==> config.mk <==
export PLATFORM = sky130hd
export DESIGN_NAME = pixel_operator
export DESIGN_NICKNAME = d
export VERILOG_FILES = /design/src/rtl/pixel_operator.sv
export SDC_FILE = /design/constraint.sdc
export NUM_CORES = 1
export LEC_CHECK = 0
export BUFFER_PORTS_ARGS = -buffer_cell sky130_fd_sc_hd__clkbuf_2
export CAP_MARGIN = 20
export CORE_MARGIN = 2
export CORE_UTILIZATION = 25
export CTS_CLUSTER_SIZE = 14
export DETAILED_ROUTE_END_ITERATION = 10
export GPL_TIMING_DRIVEN = 1
export MAX_ROUTING_LAYER = met4
export PLACE_DENSITY = 0.5
export SLEW_MARGIN = 20
export SYNTH_ARGS = -nofsm -noshare
export SYNTH_HDL_FRONTEND = slang
export SYNTH_SLANG_ARGS = --single-unit
export TNS_END_PERCENT = 50
==> constraint.sdc <==
create_clock -name clk -period 0.8 [get_ports clk]
set_clock_uncertainty 0.15 [all_clocks]
set_input_delay 0.12 -clock clk [delete_from_list [all_inputs] [get_ports clk]]
set_output_delay 0.12 -clock clk [all_outputs]
set_load 0.1 [all_outputs]
==> src/rtl/pixel_operator.sv <==
// pixel_operator: per-pixel 8-bit grayscale point operator, one pixel per clock.
// Optional PIXEL_OPERATOR_SAT_COUNT_EN adds a 17-bit clip counter on sat_count.
module pixel_operator (
  output logic [0:7]  outbyte,
  input  logic [0:7]  inbyte,
  input  logic [0:7]  threshold,
  input  logic [0:7]  value,
  input  logic [0:1]  select,
  input  logic        clk,
  input  logic        rst
`ifdef PIXEL_OPERATOR_SAT_COUNT_EN
  ,
  output logic [0:16] sat_count
`endif
);

  logic [7:0] pix;
  logic [7:0] thr;
  logic [7:0] ofs;
  logic [1:0] sel;
  logic [8:0] sum;
  logic       under;
  logic [7:0] res;

  assign pix   = inbyte;
  assign thr   = threshold;
  assign ofs   = value;
  assign sel   = select;
  assign sum   = {1'b0, pix} + {1'b0, ofs};
  assign under = pix < ofs;

  always_comb begin
    res = 8'h00;
    unique case (1'b1)
      sel == 2'd0: res = sum[8] ? 8'hFF : sum[7:0];
      sel == 2'd1: res = under ? 8'h00 : pix - ofs;
      sel == 2'd2: res = ~pix;
      sel == 2'd3: res = (pix >= thr) ? 8'hFF : 8'h00;
    endcase
  end

  always_ff @(posedge clk or posedge rst) begin
    if (rst) begin
      outbyte <= 8'h00;
    end else begin
      outbyte <= res;
    end
  end

`ifdef PIXEL_OPERATOR_SAT_COUNT_EN
  logic        clip;
  logic [16:0] cnt;

  // Only brighten overflow and darken underflow count as clipping.
  assign clip = ((sel == 2'd0) && sum[8]) ||
                ((sel == 2'd1) && under);

  always_ff @(posedge clk or posedge rst) begin
    if (rst) begin
      cnt <= 17'd0;
    end else if (clip) begin
      cnt <= cnt + 17'd1;
    end
  end

  assign sat_count = cnt;
`endif

endmodule

==> flow_summary.toml <==
[status]
status = "complete, but fails checks"
violations = "negative setup slack"

[final_layout]
reg.largest.list = "outbyte x8"
layout.nets = 317
final_cell_count_no_fill = 333
drive_gt1_share_pct = 55.2
fillers = 536
largest_register_ffs = 8
top_register = "outbyte"
num_antenna_cells = 0
area_growth_pct = 79.4

[synthesis]
ys_types = 50
synth_warnings = 0
synth.cells.most_frequent = "inv_1, ha_1, nor2_1"
yosysTopAreaCell = "ha_1"
synth_seq_cells = 8
synth_most_common_cell = "inv_1"
yosysSeqAreaShare_pct = 14.4
synth_nets = 223
synthFlopType = "dfrtp_1"
syn_area_per_cell_um2 = 8.25
synth-edff-count = 0
netlist_instances = 169
ys_async_sr_fraction_pct = 100
synth_top_area_share_pct = 21.5
synthTopCellsByArea = "ha_1, dfrtp_1, inv_1, a21oi_1, nor2_1"
synth_area_um2 = 1390

[global_route]
grt_pass1_vias = 1577
globalRouteOverflowTotal = 0
grt_pass1_wl_um = 6960
grt_usage_pct = 14.1
antenna_found_initial = 0
grt_max_degree = 11

[drt]
vias = 1508
first_pass_iters = 4
routed_wl_um = 4020
final_antenna_net_count = 0
drc = 0
wl_per_cell_um = 12.1
drt-initial-drc-count = 53
drt-vias-per-instance = 4.53

[sta]
maxSlewHeadroom_pct = 72.3
hold_viol = 0
worstMarginPinSlew_ns = 0.415
period_needed_ns = 1.74
fin_crit_sh_pct = 217
fmax_mhz = 575
finalWorstSetupSlack_ns = -0.939
final-max-slew-violation-count = 0
finalSetupViolations = 16
rsz0062_at_grt = "yes"

[cts]
clkTransAtPathRegs_ns = 0.04
numCtsBuffers = 3
htree_levels = 1
cts_num_sinks = 8
cts_max_path_buffers = 2
tritoncts = "yes"
cts_root_buf = "clkbuf_8"

[power]
power_density_nw_per_um2 = 1200
peakVddDrop_v = 0.000707
power_mw = 3.01
power_leakage_nw = 1.20

[floorplanning]
chipWidth_um = 78.7
start_util_pct = 25.6
coreArea_um2 = 5440
rows = 27
die_y_um = 78.7
die_area_um2 = 6190
io_pins = 36

[critical_path]
crit_path_start = "inbyte[7]"
crit_type = "in -> reg"
critical_path.max_fanout = 3
end_kind = "flip-flop"
crit_arrival_ns = 1.69
required_ns = 0.75
start_kind = "input port"

[placed_design]
dp_hpwl_um = 3410
portBuffers = 35
place_congestion = 0.829
post-place-cells = 324

[hold_path]
min_path_type = "in -> reg"
worstHoldStart = "value[7]"
worstHoldPathCells = 3

[flow_run]
drv_cap = 0
-- per-layer routing --
layer | global-route usage (%) | vias to the layer above | routed length (um)
li1 | - | 792 | -
met1 | 18.3 | 677 | 1890
met2 | 23.4 | 33 | 1940
met3 | 1.38 | 6 | 137
met4 | 3.86 | 0 | 60
met5 | - | - | 0
-- path summary, 6_finish.rpt --
path / endpoint
worst max-delay path: outbyte[5]$_DFF_PP0_
worst min-delay path: outbyte[7]$_DFF_PP0_
max in group asynchronous: outbyte[4]$_DFF_PP0_
min in group asynchronous: outbyte[2]$_DFF_PP0_
-- placed cells by master (no fill, tap or decap), drive strengths merged, types with 3 or more instances in the layout --
cell type	instances
buf	67
clkbuf	29
inv	25
ha	24
nor2	13
a21oi	11
o21ai	9
dfrtp	8
nor3	6
nor2b	6
nand2	5
nand2b	4
o21a	4
xor2	4
a211oi	4
a22oi	4
a21o	3
a32oi	3
-- where the power goes --
| group | internal (mW) | switching [mW] |
|---|---|---|
| Sequential | 0.462 | 0.0439 |
| Clock | 0.325 | 0.149 |
| Combinational | 0.948 | 1.08 |
| Total | 1.74 | 1.27 |
-- repair_timing --
action	CTS	global route
pin swaps	15	3
endpoints found under the setup margin	16	16
setup buffers	5	0
endpoints found under the hold margin	8	0
resized for setup	23	11
hold buffers	1	0
-- critical path: stages --
cell	delay [ns]
buf_8	0.11
inv_6	0.05
ha_4	0.12
inv_2	0.03
fa_2	0.36
a211oi_4	0.24
o21ai_2	0.10
nor4b_4	0.16
buf_4	0.16
a21oi_2	0.14
a22oi_1	0.10
-- area by class of cell --
class,count,area (um2),share of cell area [%]
Timing Repair Buffer,94,801,32.0
Multi-Input combinational cell,131,1260,50.3
Sequential cell,8,200,8.00
Tap cell,72,90.1,3.60
Clock buffer,3,41.3,1.65
Inverter,25,111,4.45
-- per-stage QoR --
stage	utilization [%]	area [um2]	worst slack, ns	hold slack, ns	TNS [ns]
3_3_place_gp	41.2	2240	-1.24	-0.0975	-9.95
2_1_floorplan	-	1490	-1.01	-0.214	-10.23
3_5_place_dp	41.2	2240	-1.26	-0.102	-9.93
6_report	46.0	2500	-0.939	0.0923	-9.25
4_1_cts	45.1	2450	-0.928	0.0849	-9.35
5_1_grt	46.0	2500	-1.00	0.0955	-9.98
-- logic make-up after synthesis --
logic type / share of synthesized area [%]
AND/OR/NAND/NOR: 19.0
XOR/XNOR: 2.51
buffers and inverters: 8.98
multiplexers: 2.33
flip-flops: 14.4
adder cells (fa/ha/maj): 24.4
AO/OA/AOI/OAI: 28.4
No activity file was read; power rests on OpenSTA's default activity.
